File: src/rtl/swap_remap_ctrl.sv
// Purpose: arbitrates remap requests, fences and drains the two affected ports, then strobes the port-swap unit.
// Latency: accept at T with both ports idle -> select_o at T+2, done_o at T+3; errors report at T+1.
// Backpressure: req_ready_o is only offered in IDLE; requesters hold valid/payload until their ready is seen.
module swap_remap_ctrl #(
    parameter int N_INIT_PORT = 8,
    parameter int LOG_N_INIT  = 3,
    parameter int N_REQ       = 2,
    parameter int OUTST_W     = 4,
    parameter int TIMEOUT     = 255
) (
    input  logic                        clk,
    input  logic                        rst,
    input  logic [N_REQ-1:0]            req_valid_i,
    output logic [N_REQ-1:0]            req_ready_o,
    input  logic [N_REQ*LOG_N_INIT-1:0] req_source_i,
    input  logic [N_REQ*LOG_N_INIT-1:0] req_target_i,
    input  logic [N_INIT_PORT-1:0]      aw_issue_i,
    input  logic [N_INIT_PORT-1:0]      b_done_i,
    output logic [N_INIT_PORT-1:0]      hold_o,
    output logic                        select_o,
    output logic [LOG_N_INIT-1:0]       source_o,
    output logic [LOG_N_INIT-1:0]       target_o,
    output logic                        busy_o,
    output logic                        done_o,
    output logic                        err_o,
    output logic [1:0]                  err_code_o
);

    localparam int RR_W  = (N_REQ > 1) ? $clog2(N_REQ) : 1;
    localparam int TMO_W = (TIMEOUT > 0) ? $clog2(TIMEOUT + 1) : 1;

    typedef enum logic [1:0] {IDLE, DRAIN, COMMIT, RESP} state_t;

    state_t                state_q, state_d;
    logic [RR_W-1:0]       rr_ptr_q;
    logic [RR_W-1:0]       winner;
    logic                  any_vld;
    logic                  accept;
    logic [LOG_N_INIT-1:0] win_src, win_tgt;
    logic [LOG_N_INIT-1:0] src_q, tgt_q;
    logic [1:0]            chk_code;
    logic [1:0]            code_q;
    logic [TMO_W-1:0]      tmo_cnt_q;
    logic                  tmo_hit;
    logic [OUTST_W-1:0]    outst_q [N_INIT_PORT];
    logic [N_INIT_PORT-1:0] port_sel;
    logic                  drained;

    // Requester index base+off, wrapped into 0..N_REQ-1.
    function automatic logic [RR_W-1:0] rr_add(input logic [RR_W-1:0] base, input int off);
        int s;
        s = int'(base) + off;
        if (s >= N_REQ) s = s - N_REQ;
        return RR_W'(s);
    endfunction

    // Round-robin pick: scan downward so the lowest offset from rr_ptr wins.
    always_comb begin
        winner  = rr_ptr_q;
        any_vld = 1'b0;
        for (int i = N_REQ - 1; i >= 0; i--) begin
            if (req_valid_i[rr_add(rr_ptr_q, i)]) begin
                winner  = rr_add(rr_ptr_q, i);
                any_vld = 1'b1;
            end
        end
    end

    assign accept  = (state_q == IDLE) && any_vld;
    assign win_src = req_source_i[int'(winner)*LOG_N_INIT +: LOG_N_INIT];
    assign win_tgt = req_target_i[int'(winner)*LOG_N_INIT +: LOG_N_INIT];

    // Ready goes only to the winner, and only while IDLE.
    always_comb begin
        req_ready_o = '0;
        if (accept) req_ready_o[winner] = 1'b1;
    end

    // Request validation; an out-of-range index outranks source==target.
    always_comb begin
        chk_code = 2'd0;
        if (int'(win_src) >= N_INIT_PORT || int'(win_tgt) >= N_INIT_PORT) chk_code = 2'd2;
        else if (win_src == win_tgt)                                   chk_code = 2'd1;
    end

    // Ports touched by the latched remap and whether both have drained.
    always_comb begin
        drained = 1'b1;
        for (int i = 0; i < N_INIT_PORT; i++) begin
            port_sel[i] = (src_q == LOG_N_INIT'(i)) || (tgt_q == LOG_N_INIT'(i));
            if (port_sel[i] && (outst_q[i] != '0)) drained = 1'b0;
        end
    end

    assign tmo_hit = (tmo_cnt_q == TMO_W'(TIMEOUT));

    // Per-port outstanding-write counters; they run in every state so in-flight AWs are never lost.
    always_ff @(posedge clk) begin
        for (int i = 0; i < N_INIT_PORT; i++) begin
            if (rst)
                outst_q[i] <= '0;
            else if (aw_issue_i[i] && !b_done_i[i] && (outst_q[i] != '1))
                outst_q[i] <= outst_q[i] + 1'b1;
            else if (!aw_issue_i[i] && b_done_i[i] && (outst_q[i] != '0))
                outst_q[i] <= outst_q[i] - 1'b1;
        end
    end

    // State register plus latched request, result code, rr pointer and drain timer.
    always_ff @(posedge clk) begin
        if (rst) begin
            state_q   <= IDLE;
            rr_ptr_q  <= '0;
            src_q     <= '0;
            tgt_q     <= '0;
            code_q    <= 2'd0;
            tmo_cnt_q <= '0;
        end else begin
            state_q <= state_d;
            if (accept) begin
                rr_ptr_q <= rr_add(winner, 1);
                src_q    <= win_src;
                tgt_q    <= win_tgt;
                code_q   <= chk_code;
            end else if (state_q == DRAIN && !drained && tmo_hit) begin
                code_q <= 2'd3;
            end
            tmo_cnt_q <= (state_q == DRAIN) ? tmo_cnt_q + 1'b1 : '0;
        end
    end

    assign source_o = src_q;
    assign target_o = tgt_q;
    assign busy_o   = (state_q != IDLE);

    // Next state and strobes; everything defaults low so IDLE and reset present all zeros.
    always_comb begin
        state_d    = state_q;
        hold_o     = '0;
        select_o   = 1'b0;
        done_o     = 1'b0;
        err_o      = 1'b0;
        err_code_o = 2'd0;
        case (state_q)
            IDLE: begin
                if (accept) state_d = (chk_code != 2'd0) ? RESP : DRAIN;
            end
            DRAIN: begin
                hold_o = port_sel;
                if (drained)      state_d = COMMIT;
                else if (tmo_hit) state_d = RESP;
            end
            COMMIT: begin
                hold_o   = port_sel;
                select_o = 1'b1;
                state_d  = RESP;
            end
            RESP: begin
                if (code_q == 2'd0) begin
                    done_o = 1'b1;
                end else begin
                    err_o      = 1'b1;
                    err_code_o = code_q;
                end
                state_d = IDLE;
            end
            default: state_d = IDLE;
        endcase
    end

endmodule

File: config.mk
export PLATFORM = sky130hd
export DESIGN_NAME = swap_remap_ctrl
export DESIGN_NICKNAME = d
export VERILOG_FILES = /design/src/rtl/swap_remap_ctrl.sv
export SDC_FILE = /design/constraint.sdc
export NUM_CORES = 1
export LEC_CHECK = 0
export ABC_AREA = 1
export ABC_CLOCK_PERIOD_IN_PS = 3000
export BUFFER_PORTS_ARGS = -buffer_cell sky130_fd_sc_hd__buf_4
export CORE_MARGIN = 2
export CORE_UTILIZATION = 40
export CTS_BUF_LIST = sky130_fd_sc_hd__clkbuf_8
export CTS_CLUSTER_SIZE = 30
export DETAILED_ROUTE_END_ITERATION = 6
export SLEW_MARGIN = 5
export SYNTH_ARGS = -nofsm -noshare
export SYNTH_HDL_FRONTEND = slang
export SYNTH_SLANG_ARGS = --single-unit
File: constraint.sdc
create_clock -name clk -period 3 [get_ports clk]
set_clock_uncertainty 0.15 [all_clocks]
set_input_delay 0.6 -clock clk [delete_from_list [all_inputs] [get_ports clk]]
set_output_delay 0.6 -clock clk [all_outputs]
set_load 0.01 [all_outputs]
# Word level (Yosys, flattened, before mapping)
# Memories as Yosys holds them, arrays and structs flattened.
# Index checks and enable logic that the tools add are counted.
# Widths: inputs -> output; s select.
[op_classes]
mux = 112
n_eq_ne = 29
multipliers = 1
bitwise_logic = 17
shifts = 2
add_sub_neg = 22
n_reduce_logical = 87
n_lt_le_gt_ge = 7
[ops]
columns = ["cell", "count"]
rows = [
  ["$mux 1", 84],
  ["$mux 4", 16],
  ["$logic_and 1x1->1", 44],
  ["$add 4x1->4 const B", 8],
  ["$ne 4x4->1 const B", 8],
  ["$reduce_bool 4->1", 8],
  ["$shiftx 6x32->3", 1],
  ["$sub 4x1->4 const B", 8],
  ["$eq 3x3->1 const B", 8],
  ["$mux 2", 9],
  ["$logic_not 1->1", 17],
  ["$or 1x1->1", 16],
  ["$eq 3x2->1 const B", 4],
  ["$add 8x1->8 const B", 1],
  ["$eq 8x8->1 const B", 1],
  ["$logic_or 1x1->1", 8],
  ["$mux 8", 1],
  ["$pmux 2 s4", 1],
  ["$eq 3x1->1 const B", 2],
  ["$logic_not 3->1", 2],
  ["$lt 1x2->1 const B", 3],
  ["$reduce_bool 2->1", 3],
  ["$shiftx 6x4->3", 1],
  ["$add 1x1->2 const B", 2],
  ["other kinds (15)", 21],
]
[word_totals]
regBits = 19
mem_count = 1
in_bits = 32
ram_bits = 32
[mem_list]
columns = ["name", "depth", "word_bits", "rd", "rd_clocked_by_memory_dff", "wr", "line", "source"]
rows = [
  ["outst_q", 8, 4, 8, 0, 8, "45", "logic [OUTST_W-1:0] outst_q [N_INIT_PORT];"],
]

# Logic depth before layout (Yosys ltp)
# Gate-level depths: netlist of the first run.
[depth]
word_depth = 16
ltp_mapped = 13

# Worst setup path before layout of the first run
# Ideal clock, no wire load.
[synth_timing]
path_type = "input-to-reg"
from = "input rst"
to = "memory outst_q[4][3] (netlist: outst_q[1][3]) (data pin)"
cell_stages = 9
arrival_ns = 2.107
path_slack_ns = 0.615
path_cell_list = "clkbuf_1 > nor3_1 > and2_1 > ha_1 > a21oi_1 > nand2_1 > xnor2_1 > mux2_2 > inv_1"
[synth_lines]
columns = ["element", "line", "source"]
rows = [
  ["from (decl)", "12", "input logic rst,"],
  ["to (decl)", "45", ""],
]

# Worst setup path in the final report of the first run
[layout_timing]
from = "register state_q[0]"
to = "output req_ready_o[1]"
[layout_via]
elab_chain_cells = 3
[layout_rtl]
columns = ["element", "line", "source"]
rows = [
  ["from (decl)", "34", "state_t state_q, state_d;"],
  ["from (signal assigned)", "119", "state_q <= state_d;"],
  ["$logic_not 2->1", "69", "assign accept = (state_q == IDLE) && any_vld;"],
  ["$logic_and 1x1->1", "69", ""],
  ["$mux 2", "76", "if (accept) req_ready_o[winner] = 1'b1;"],
  ["to (decl)", "14", "output logic [N_REQ-1:0] req_ready_o,"],
]
# Every way passes these cells.

==> metrics.md, run 1 <==
| Metric | Value |
|---|---|
| H-tree depth | 2 |
| CTS Sinks | 51 |
| Die footprint | just under 10000 um^2 |
| Vias/cell | between 5 and 6 |
| Crit share post-route | 83.7% |
| Multi-input logic area | ~1900 um^2 |
| Die Wd | 98.3 um |
| Antenna-violating nets left | 0 |
| Final setup fails | 0 |
| RSZ-0062 raised after global routing | false |
| TritonCTS Buffers | 5 |
| Post-synth top area cell | edfxtp_1 |
| Gpl congestion | 0.866 |
| Final Critical Period | around 2.5 ns |
| TritonRoute pass-1 iters | 4 |
| Core region area | 8680 um^2 |
| Static leakage | 1.88 nW |
| # diodes | 0 |
| Setup WS pre-CTS | ~0.5 ns |
| Run status | finished, final reports clean |
| Crit start category | flop |
| CP Max Fanout | 6 |
| Net switching power figure | 0.967 mW |
| CP Capture Type | output port |
| # fillers | 871 |
| Synth top area share | 27.0% |
| Synth area leaders | edfxtp_1 (27%), dfxtp_1 (11%), nand2_1 (10%) |
| Kind of critical path | flop to output port |
| Number of global-route vias before repair | 2915 |
| Setup_tns | 0 ns |
| Pwr Density | 581 nW/um^2 |
| Sequential share of power | 41.2% |
| Antenna violations before repair | 0 |
| Final Routed Wirelength | 7730 um |
| Post-synthesis sequential area ratio | 37.7% |
| CTS clk-pin slew, worst paths | about 0.1 ns |
| Initial core utilization | around 40% |
| Fin. max-slew vios | 0 |
| Routed length per instance | 12.4 um |
| FF+latch count, synth | 51 |
| Vert. Die Dim | just under 100 um |
| Most frequent cells in the layout | nand2_1 (97), inv_1 (68), nand3_1 (55) |
| Grt ovf | 0 |
| Fin. Hold Viols | 0 |
| Row cnt | 34 |
| Relative slew slack | 80.3% |
| CTS max path bufs | 2 |
| Dpl cell area | 4050 um^2 |
| Cell count after synthesis | 461 |
| Post-DP HPWL | 6030 um |
| Highest clock rate | 398 MHz |
| Pin count of the biggest net entering global routing | 19 |
| Tightest Pin Transition | 0.296 ns |
| Layout cell share with drive strength beyond 1 | 14.8% |
| WP data arrival | 1.76 ns |
| Int Pwr | 1.43 mW |
| Total Nets Final | around 570 |
| Switching share of total power | around two fifths |
| Post-CTS Resized | 0 |
| Mapped Nets | 515 |
| Hold crit path type | flop to flop |
| FF+latch area | 1340 um^2 |
| Clk pwr share | 17.1% |
| Io pins | 54 |
| Logic gate share of total power | 41.7% |
| Global-route wire length before repair | 12900 um |
| Synthesized area | approximately 3600 um^2 |
| Commonest non-fill, non-tap cell in the layout | nand2_1 |
| Post-CTS Setup Bufs | 0 |
| Max VDD drop | 0.478 mV |
| Total number of vias | 3135 |
| Max cap viols | 0 |
| Synth Warn # | 0 |
| Clock root cell | clkbuf_8 |
| Yosys cell types | 33 |
| Buffers added on ports | 53 |
| CTS tree | done |
| Drt drc | 0 |
| Layout area overhead | 16.1% |
| # hold bufs at CTS | 0 |
| 1st-iter DRT viols | 126 |
| Worst-Skew Late Latency | about 0.3 ns |
| GRT Overall Usage | approximately 16% |
| Syn avg cell area | about 7.7 um^2 |
| Design Area, Final | about 4100 um^2 |
| Fin worst setup slack | ~0.49 ns |
| Req. time, crit path | 2.25 ns |
## layout make-up
class                   count  share of cell area [%]
well taps                 108                    3.27
clock inverters             3                   0.454
clock buffers               5                    1.67
flip-flops and latches     51                    32.5
multi-input cells         332                    46.0
inverters                  70                    6.36
repair buffers             54                    9.81
## layer usage
| metal | track usage [%] | part of all wire [%] | up-vias |
|---|---|---|---|
| met5 | 0 | 0 | - |
| met4 | 4.53 | 1.8 | 0 |
| met3 | 3.01 | 5.0 | 13 |
| met2 | 26.6 | 46 | 71 |
| met1 | 21.4 | 47 | 1410 |
| li1 | - | - | 1641 |
## flip-flops by register name, indices dropped and copies added (netlist names)
name	flops
target_o	3
tmo_cnt_q	8
state_q	2
code_q	2
rr_ptr_q	1
outst_q	32
source_o	3
## cell usage after synthesis
| cell type | n |
|---|---|
| nand2_1 | 97 |
| inv_1 | 68 |
| nand3_1 | 55 |
| nor2_1 | 36 |
| edfxtp_1 | 32 |
| a21oi_1 | 22 |
| ha_1 | 21 |
| dfxtp_1 | 19 |
| o22ai_1 | 17 |
| xnor2_1 | 17 |
| o21ai_0 | 14 |
| nor3_1 | 10 |
| xor2_1 | 10 |
| buf_2 | 6 |
| nand3b_1 | 6 |
| nand4_1 | 4 |
| nor3b_1 | 4 |
| a21o_1 | 2 |
| and3_1 | 2 |
| inv_2 | 2 |
| nand2_4 | 2 |
| nand3_2 | 2 |
| nor2_2 | 2 |
| o21ai_2 | 2 |
| a211oi_1 | 1 |
| a21oi_2 | 1 |
| and2_1 | 1 |
| buf_12 | 1 |
| clkbuf_1 | 1 |
| fa_1 | 1 |
| mux2_2 | 1 |
| nand2_8 | 1 |
| o21ai_4 | 1 |
## critical path, cell delays in order (launching register included)
cell and delay (ns):
dfxtp_1 0.37, inv_1 0.09, ha_1 0.17, inv_1 0.11
a21oi_1 0.28, inv_1 0.12, nor2_1 0.17, buf_4 0.15
## stage by stage
stage	hold WS (ns)	util [%]	total power, mW	std cells
4_1_cts	0.322	47.6	2.42	623
3_3_place_gp	0.283	46.6	1.99	615
5_1_grt	0.340	47.6	2.60	623
3_5_place_dp	0.296	46.6	2.00	615
6_report	0.313	47.6	2.40	623
2_1_floorplan	0.268	-	1.68	461
## power by group through the flow
| stage | registers, mW | logic (mW) | clock network (mW) |
|---|---|---|---|
| global placement | 0.997 | 0.997 | 0 |
| finish | 0.989 | 1.00 | 0.410 |
| CTS | 0.987 | 1.01 | 0.425 |
| floorplan | 0.977 | 0.698 | 0 |
| global route | 1.01 | 1.14 | 0.451 |
| detailed placement | 1.00 | 1.00 | 0 |
## kinds of logic (layout without fill, tap and decap cells)
logic type                 after synthesis  after routing  synth area share, %
muxes                                    1              1                0.316
xor gates and xnor gates                27             27                 6.65
DFF                                     51             51                 37.7
AOI/OAI and AO/OA                       60             60                 9.88
and+or+nand+nor                        222            222                 28.6
adders and majority gates               22             22                 7.95
buffers and inverters                   78            132                 8.90
## final timing paths
check / start / end / slack, ns / cells past startpoint
max reg2reg: outst_q[1][3]$_SDFFCE_PN0P_ / outst_q[1][3]$_SDFFCE_PN0P_ / 0.75 / 9
min: tmo_cnt_q[0]$_SDFF_PP0_ / tmo_cnt_q[0]$_SDFF_PP0_ / 0.31 / 1
min reg2reg: tmo_cnt_q[0]$_SDFF_PP0_ / tmo_cnt_q[0]$_SDFF_PP0_ / 0.31 / 1
max: state_q[0]$_SDFFE_PP0P_ / req_ready_o[1] / 0.49 / 7
Power figures use the tool's default switching activity.
==> run 2: changes to the inputs <==
ABC_AREA = 0   (was 1)
ABC_CLOCK_PERIOD_IN_PS = 2500   (was 3000)
clock period = 2.5 ns   (was 3 ns; I/O delays follow)
==> run 2 against run 1 <==
Net effect: global-route usage increased by 1.5 points; die area up 4.3%; non-clock buffer count increased by 29; combinational power is 26% higher; setup slack got worse by 0.49 ns; via count grew 8.6%; core utilization is 2.3 points higher; final cell count is 0.32% lower; sequential share of layout area shrank 3.0 points; clock-buffer cell count did not move; sequential power rose by 23%; largest cell class unchanged.
==> metrics.md, run 2 <==
| Metric | Value |
|---|---|
| TritonRoute pass-1 iters | 4 (unchanged) |
| Mapped Nets | 492 (was 515) |
| Setup WS pre-CTS | -0.150 ns (was 0.496 ns) |
| Synth area leaders | edfxtp_1 (26%), dfxtp_1 (10%), ha_1 (7.1%) (was edfxtp_1 (27%), dfxtp_1 (11%), nand2_1 (10%)) |
| Tightest Pin Transition | 0.940 ns (was 0.296 ns) |
| 1st-iter DRT viols | 100 (was 126) |
| CTS max path bufs | 2 (unchanged) |
| FF+latch count, synth | 51 (unchanged) |
| Max VDD drop | 0.410 mV (was 0.478 mV) |
| Largest registers | outst_q x32, tmo_cnt_q x8 (unchanged) |
| Fin. max-slew vios | 0 (unchanged) |
| Kind of critical path | flop to flop (was flop to output port) |
| Number of global-route vias before repair | 3163 (was 2915) |
| Yosys cell types | 57 (was 33) |
| Most used DFF post-synth | edfxtp_1 (unchanged) |
| Antenna-violating nets left | 0 (unchanged) |
| Cell count after synthesis | 438 (was 461) |
| Total number of vias | 3404 (was 3135) |
| CTS Sinks | 51 (unchanged) |
| Reg with most FFs | outst_q (unchanged) |
| Pin count of the biggest net entering global routing | 23 (was 19) |
| Crit share post-route | approximately 100% |
| Relative slew slack | 36.9% (was 80.3%) |
| WHS | 0.287 ns (was 0.313 ns) |
| Post-synth EDFFs | 32 (unchanged) |
| # diodes | 0 (unchanged) |
| Post-synth top area cell | edfxtp_1 (unchanged) |
| # hold bufs at CTS | 0 (unchanged) |
| Row cnt | 35 (was 34) |
| Fraction of registers with async set/reset | 0% (unchanged) |
| Post-synthesis sequential area ratio | 36.1% (was 37.7%) |
| Core region area | 9110 um^2 (was 8680 um^2) |
| Setup_tns | 0 ns (unchanged) |
| Io pins | 54 (unchanged) |
| Synthesized area | 3720 um^2 (was 3560 um^2) |
| Commonest non-fill, non-tap cell in the layout | buf_4 (was nand2_1) |
| Highest clock rate | 401 MHz |
| CTS clk-pin slew, worst paths | 0.09 ns (was 0.10 ns) |
| Die footprint | 10100 um^2 (was 9670 um^2) |
| RSZ-0062 raised after global routing | true (was false) |
| Routed length per instance | 13.9 um (was 12.4 um) |
| Final Critical Period | 2.50 ns |
| Vias/cell | 5.48 (was 5.03) |
| Fin worst setup slack | 0.00365 ns (was 0.489 ns) |
| CP Capture Type | flop (was output port) |
| Run status | finished, final reports clean (unchanged) |
| H-tree depth | 2 (unchanged) |
| Global-route wire length before repair | 14400 um (was 12900 um) |
| Post-DP HPWL | 6800 um (was 6030 um) |
| Count leader, synth | nor2_1 (was nand2_1) |
| Vert. Die Dim | 100 um (was 98.3 um) |
| Die Wd | 100 um (was 98.3 um) |
| Most frequent cells in the layout | buf_4 (83), nor2_1 (63), a21oi_1 (36) (was nand2_1 (97), inv_1 (68), nand3_1 (55)) |
| Static leakage | 1.83 nW (was 1.88 nW) |
| WP data arrival | 2.53 ns (was 1.76 ns) |
| Final setup fails | 0 (unchanged) |
| Layout area overhead | 22.3% (was 16.1%) |
| Crit start category | flop (unchanged) |
| Layout cell share with drive strength beyond 1 | 24.3% (was 14.8%) |
| Total Nets Final | 563 (was 568) |
| Syn avg cell area | 8.49 um^2 (was 7.72 um^2) |
| Synth Warn # | 0 (unchanged) |
| Final Util | 49.9% (was 47.6%) |
| Req. time, crit path | 2.53 ns (was 2.25 ns) |
| Buffers added on ports | 53 (unchanged) |
| GRT Overall Usage | 17.5% (was 16.0%) |
| Max FFs per register | 32 (unchanged) |
| CP Max Fanout | 2 (was 6) |
| Leading cell types by count after synthesis | nor2_1 (63), a21oi_1 (37), edfxtp_1 (32), inv_1 (28), nand2_1 (27) (was nand2_1 (97), inv_1 (68), nand3_1 (55), nor2_1 (36), edfxtp_1 (32)) |
| Clock root cell | clkbuf_8 (unchanged) |
| # fillers | 861 (was 871) |
| Fin. Hold Viols | 0 (unchanged) |
| Antenna violations before repair | 0 (unchanged) |
| Final Routed Wirelength | 8620 um (was 7730 um) |
| Grt ovf | 0 (unchanged) |
| Gpl congestion | 0.848 (was 0.866) |
| Initial core utilization | 40.8% (was 41.0%) |
| Drt drc | 0 (unchanged) |
| Pwr Density | 676 nW/um^2 (was 581 nW/um^2) |
| TritonCTS Buffers | 5 (unchanged) |
| Worst-Skew Late Latency | 0.31 ns (was 0.30 ns) |
| Synth top area share | 25.8% (was 27.0%) |
| Total power | 3.07 mW (was 2.40 mW) |
| Hold crit path type | input pin to flop (was flop to flop) |
| Max cap viols | 0 (unchanged) |
| CTS tree | done (unchanged) |
[run 2: cell count changes after synthesis, moves of 8 or more]
| cell | delta |
|---|---|
| nand3b_1 | +8 |
| nor2b_1 | +10 |
| o22ai_1 | -15 |
| a21oi_1 | +15 |
| clkbuf_1 | +13 |
| nor2_1 | +27 |
| xnor2_1 | -10 |
| inv_1 | -40 |
| or2_2 | +11 |
| nand3_1 | -39 |
| nand2_1 | -70 |
[run 2: kinds of logic (layout without fill, tap and decap cells)]
| family | Yosys count | in the layout | synth area share, % |
|---|---|---|---|
| simple gates | 190 | 190 | 27.3 |
| compound gates | 107 | 107 | 18.7 |
| fa+ha+maj | 23 | 23 | 7.88 |
| buf+inv | 49 | 121 | 5.55 |
| xor+xnor | 11 | 11 | 2.59 |
| flops | 51 | 51 | 36.1 |
| mux | 7 | 7 | 1.92 |
[run 2: where the power goes]
part	leakage, nW	total (mW)	switching (mW)	internal (mW)
registers	0.495	1.22	0.170	1.05
clock network	0.0581	0.589	0.291	0.299
logic	1.28	1.26	0.674	0.589
total	1.83	3.07	1.13	1.94
[run 2: final timing paths]
kind | end | from | depth (start not counted) | slack, ns
worst max register to register | outst_q[1][3]$_SDFFCE_PN0P_ | outst_q[1][3]$_SDFFCE_PN0P_ | 10 | 0.004
worst min-delay path | rr_ptr_q$_SDFFE_PP0P_ | req_valid_i[1] | 2 | 0.29
worst max-delay path | outst_q[1][3]$_SDFFCE_PN0P_ | outst_q[1][3]$_SDFFCE_PN0P_ | 10 | 0.004
worst min register to register | tmo_cnt_q[0]$_SDFF_PP0_ | tmo_cnt_q[0]$_SDFF_PP0_ | 1 | 0.31
[run 2: area by class of cell]
type                       count  area (um^2)  area share (%)
sequential                    51         1340            29.5
timing repair buffer          83          623            13.7
clock buffer                   5         68.8            1.51
inverter                      30          115            2.53
tap                          111          139            3.05
clock inverter                 3         43.8           0.963
multi-input combinational    338         2220            48.7
[run 2: critical path: stages, from the launching register on]
cell	delay, ns
edfxtp_1	0.41
nor4_4	0.07
or3b_4	0.37
or2_4	0.25
inv_4	0.06
ha_4	0.18
a21o_1	0.16
a21oi_2	0.14
xnor2_1	0.13
mux2_2	0.35
nor2_1	0.09
[run 2: what timing repair did]
item / in CTS / in global routing
setup endpoints to repair: 0 / 4
resized for setup: 0 / 4
buffers inserted: 0 / 2
[run 2: stage by stage]
| stage | cells | area, um^2 |
|---|---|---|
| global placement | 611 | 4400 |
| floorplan | 438 | 3760 |
| global route | 621 | 4550 |
| finish | 621 | 4550 |
| CTS | 619 | 4510 |
| detailed placement | 611 | 4400 |
[run 2: metal layers]
metal  track usage (%)  vias up  part of all wire, %
li1                  -     1725                    -
met1              23.6     1609                   48
met2              29.4       65                   48
met3              3.48        5                  4.0
met4              3.58        0                 0.80
met5                 0        -                    0
==> run 3: changes to the inputs <==
CORE_UTILIZATION = 60   (was 40)
PLACE_DENSITY = 0.83   (was default)
==> run 3 against run 2 <==
Net effect: setup slack worse by 0.038 ns; total power is 3.3% higher; core utilization up 25 points; the flow now finishes with violations (setup timing).
==> metrics.md, run 3 (synthesized netlist as in run 2, its figures left out) <==
| Metric | Value |
|---|---|
| Sequential share of power | 39.3% (was 39.7%) |
| Pwr Density | 709 nW/um^2 (was 676 nW/um^2) |
| CTS clk-pin slew, worst paths | 0.10 ns (was 0.09 ns) |
| Static leakage | 1.81 nW (was 1.83 nW) |
| RSZ-0062 raised after global routing | true (unchanged) |
| Antenna violations before repair | 0 (unchanged) |
| Vias/cell | 6.01 (was 5.48) |
| TritonCTS Buffers | 5 (unchanged) |
| Logic gate share of total power | 39.0% (was 41.1%) |
| Layout cell share with drive strength beyond 1 | 23.3% (was 24.3%) |
| Worst Setup SP | outst_q[1][3]$_SDFFCE_PN0P_ (unchanged) |
| Int Pwr | 2.03 mW (was 1.94 mW) |
| Dpl cell area | 4290 um^2 (was 4400 um^2) |
| CTS max path bufs | 2 (unchanged) |
| CTS tree | done (unchanged) |
| Hold crit path type | input pin to flop (unchanged) |
| Antenna-violating nets left | 0 (unchanged) |
| WL met3 | 495 um (was 347 um) |
| Clock root cell | clkbuf_8 (unchanged) |
| Number of global-route vias before repair | 3186 (was 3163) |
| Design Area, Final | 4480 um^2 (was 4550 um^2) |
| WHS | 0.291 ns (was 0.287 ns) |
| Layout area overhead | 20.4% (was 22.3%) |
| Violated checks | setup timing |
| Routed length per instance | 15.3 um (was 13.9 um) |
| Switching share of total power | 36.2% (was 36.9%) |
| Setup_tns | -0.0345 ns (was 0 ns) |
| Drt drc | 0 (unchanged) |
| CTS Sinks | 51 (unchanged) |
| Die Wd | 82.7 um (was 100 um) |
| Global-route wire length before repair | 13900 um (was 14400 um) |
| FF-to-FF End | outst_q[1][3]$_SDFFCE_PN0P_ (unchanged) |
| Met1 WL | 3690 um (was 4110 um) |
| Kind of critical path | flop to flop (unchanged) |
| TritonRoute pass-1 iters | 5 (was 4) |
| Setup crit end | outst_q[1][3]$_SDFFCE_PN0P_ (unchanged) |
| Core region area | 5960 um^2 (was 9110 um^2) |
| Max VDD drop | 0.459 mV (was 0.410 mV) |
| Final Util | 75.2% (was 49.9%) |
| Fin. Hold Viols | 0 (unchanged) |
| Grt ovf | 0 (unchanged) |
| Die footprint | 6840 um^2 (was 10100 um^2) |
| Relative slew slack | 34.5% (was 36.9%) |
| Total Nets Final | 555 (was 563) |
| # diodes | 0 (unchanged) |
| Worst-Skew Late Latency | 0.31 ns (about the same) |
| GRT Overall Usage | 26.5% (was 17.5%) |
| Final setup fails | 1 (was 0) |
| Fin. max-slew vios | 0 (unchanged) |
| Io pins | 54 (unchanged) |
| Cells on worst reg2reg path | 10 (unchanged) |
| H-tree depth | 2 (unchanged) |
| Total number of vias | 3465 (was 3404) |
| Gpl congestion | 0.958 (was 0.848) |
| CP Max Fanout | 2 (unchanged) |
| Fin worst setup slack | -0.0345 ns (was 0.00365 ns) |
| Commonest non-fill, non-tap cell in the layout | buf_4 (unchanged) |
| Total power | 3.18 mW (was 3.07 mW) |
| Worst reg-to-reg setup slack | -0.03 ns (was 0.004 ns) |
| Highest metal used | met4 (unchanged) |
| Row cnt | 28 (was 35) |
| CP Capture Type | flop (unchanged) |
| Tightest Pin Transition | 0.976 ns (was 0.940 ns) |
| Max cap viols | 0 (unchanged) |
| Hold Startpoint | req_valid_i[1] (unchanged) |
| Largest registers | outst_q x32, tmo_cnt_q x8 (unchanged) |
| Final Routed Wirelength | 8840 um (was 8620 um) |
| 1st-iter DRT viols | 224 (was 100) |
| Reg2reg start | outst_q[1][3]$_SDFFCE_PN0P_ (unchanged) |
| Net switching power figure | 1.15 mW (was 1.14 mW) |
| Met2 wire length | 4540 um (was 4100 um) |
| Highest clock rate | 395 MHz (was 401 MHz) |
| WP data arrival | 2.56 ns (was 2.53 ns) |
| Vert. Die Dim | 82.7 um (was 100 um) |
| Most frequent cells in the layout | buf_4 (75), nor2_1 (63), a21oi_1 (36) (was buf_4 (83), nor2_1 (63), a21oi_1 (36)) |
| Final Critical Period | 2.53 ns (was 2.50 ns) |
| Max FFs per register | 32 (unchanged) |
| Buffers added on ports | 53 (unchanged) |
| Run status | complete, but fails checks (was finished, final reports clean) |
| Req. time, crit path | 2.53 ns (about the same) |
| Crit share post-route | 101% (was 99.9%) |
| Post-DP HPWL | 6670 um (was 6800 um) |
| Initial core utilization | 62.4% (was 40.8%) |
| Crit start category | flop (unchanged) |
| Reg with most FFs | outst_q (unchanged) |
| Clk pwr share | 21.7% (was 19.2%) |
| Pin count of the biggest net entering global routing | 24 (was 23) |
==> run 3: cell count changes in the layout (fill, tap and decap cells not counted), sizes merged <==
cell and change:
buf -8, bufinv +1, clkinv -2, inv +1
==> run 3: worst min-delay path by stage <==
stage / endpoint / cells after the start
3_3_place_gp: tmo_cnt_q[0]$_SDFF_PP0_ / 1
6_report: rr_ptr_q$_SDFFE_PP0P_ / 2
5_1_grt: rr_ptr_q$_SDFFE_PP0P_ / 2
4_1_cts: rr_ptr_q$_SDFFE_PP0P_ / 2
3_5_place_dp: code_q[1]$_SDFFE_PP0P_ / 2
2_1_floorplan: tmo_cnt_q[0]$_SDFF_PP0_ / 1
==> run 3: layer usage <==
layer / vias up / global-route usage (%)
li1: 1699 / -
met1: 1634 / 31.4
met2: 120 / 48.9
met3: 12 / 4.02
met4: 0 / 8.20
met5: - / 0
==> run 3: critical path: stages (launching register included) <==
cell,delay (ns)
edfxtp_1,0.42
nor4_4,0.07
or3b_4,0.37
or2_4,0.25
inv_4,0.07
ha_4,0.18
a21o_1,0.16
a21oi_2,0.18
xnor2_2,0.14
mux2_4,0.31
nor2_1,0.08
==> run 3: timing repair <==
action                                  CTS  global route
hold buffers                              0             0
gates resized for setup                   1             5
buffers inserted                          1             1
pin swaps                                 0             3
endpoints found under the setup margin    1             3
==> run 3: final cells by class <==
class | count | area, um^2
Clock inverter | 3 | 66.3
Tap cell | 75 | 93.8
Multi-Input combinational cell | 338 | 2230
Timing Repair Buffer | 75 | 563
Inverter | 30 | 115
Sequential cell | 51 | 1340
Clock buffer | 5 | 68.8
Fill cell | 462 | 1480
==> run 3: metrics by stage <==
step	setup slack (ns)	instances
2_1_floorplan	0.00226	438
3_3_place_gp	-0.125	567
3_5_place_dp	-0.225	567
4_1_cts	-0.0417	576
5_1_grt	-0.155	577
6_report	-0.0345	577
==> run 3: power groups by stage <==
stage               sequential [mW]  clock (mW)  combinational [mW]
floorplan                      1.18           0               0.849
global placement               1.24           0                1.16
detailed placement             1.25           0                1.20
CTS                            1.23       0.698                1.22
global route                   1.26       0.730                1.37
finish                         1.25       0.689                1.24
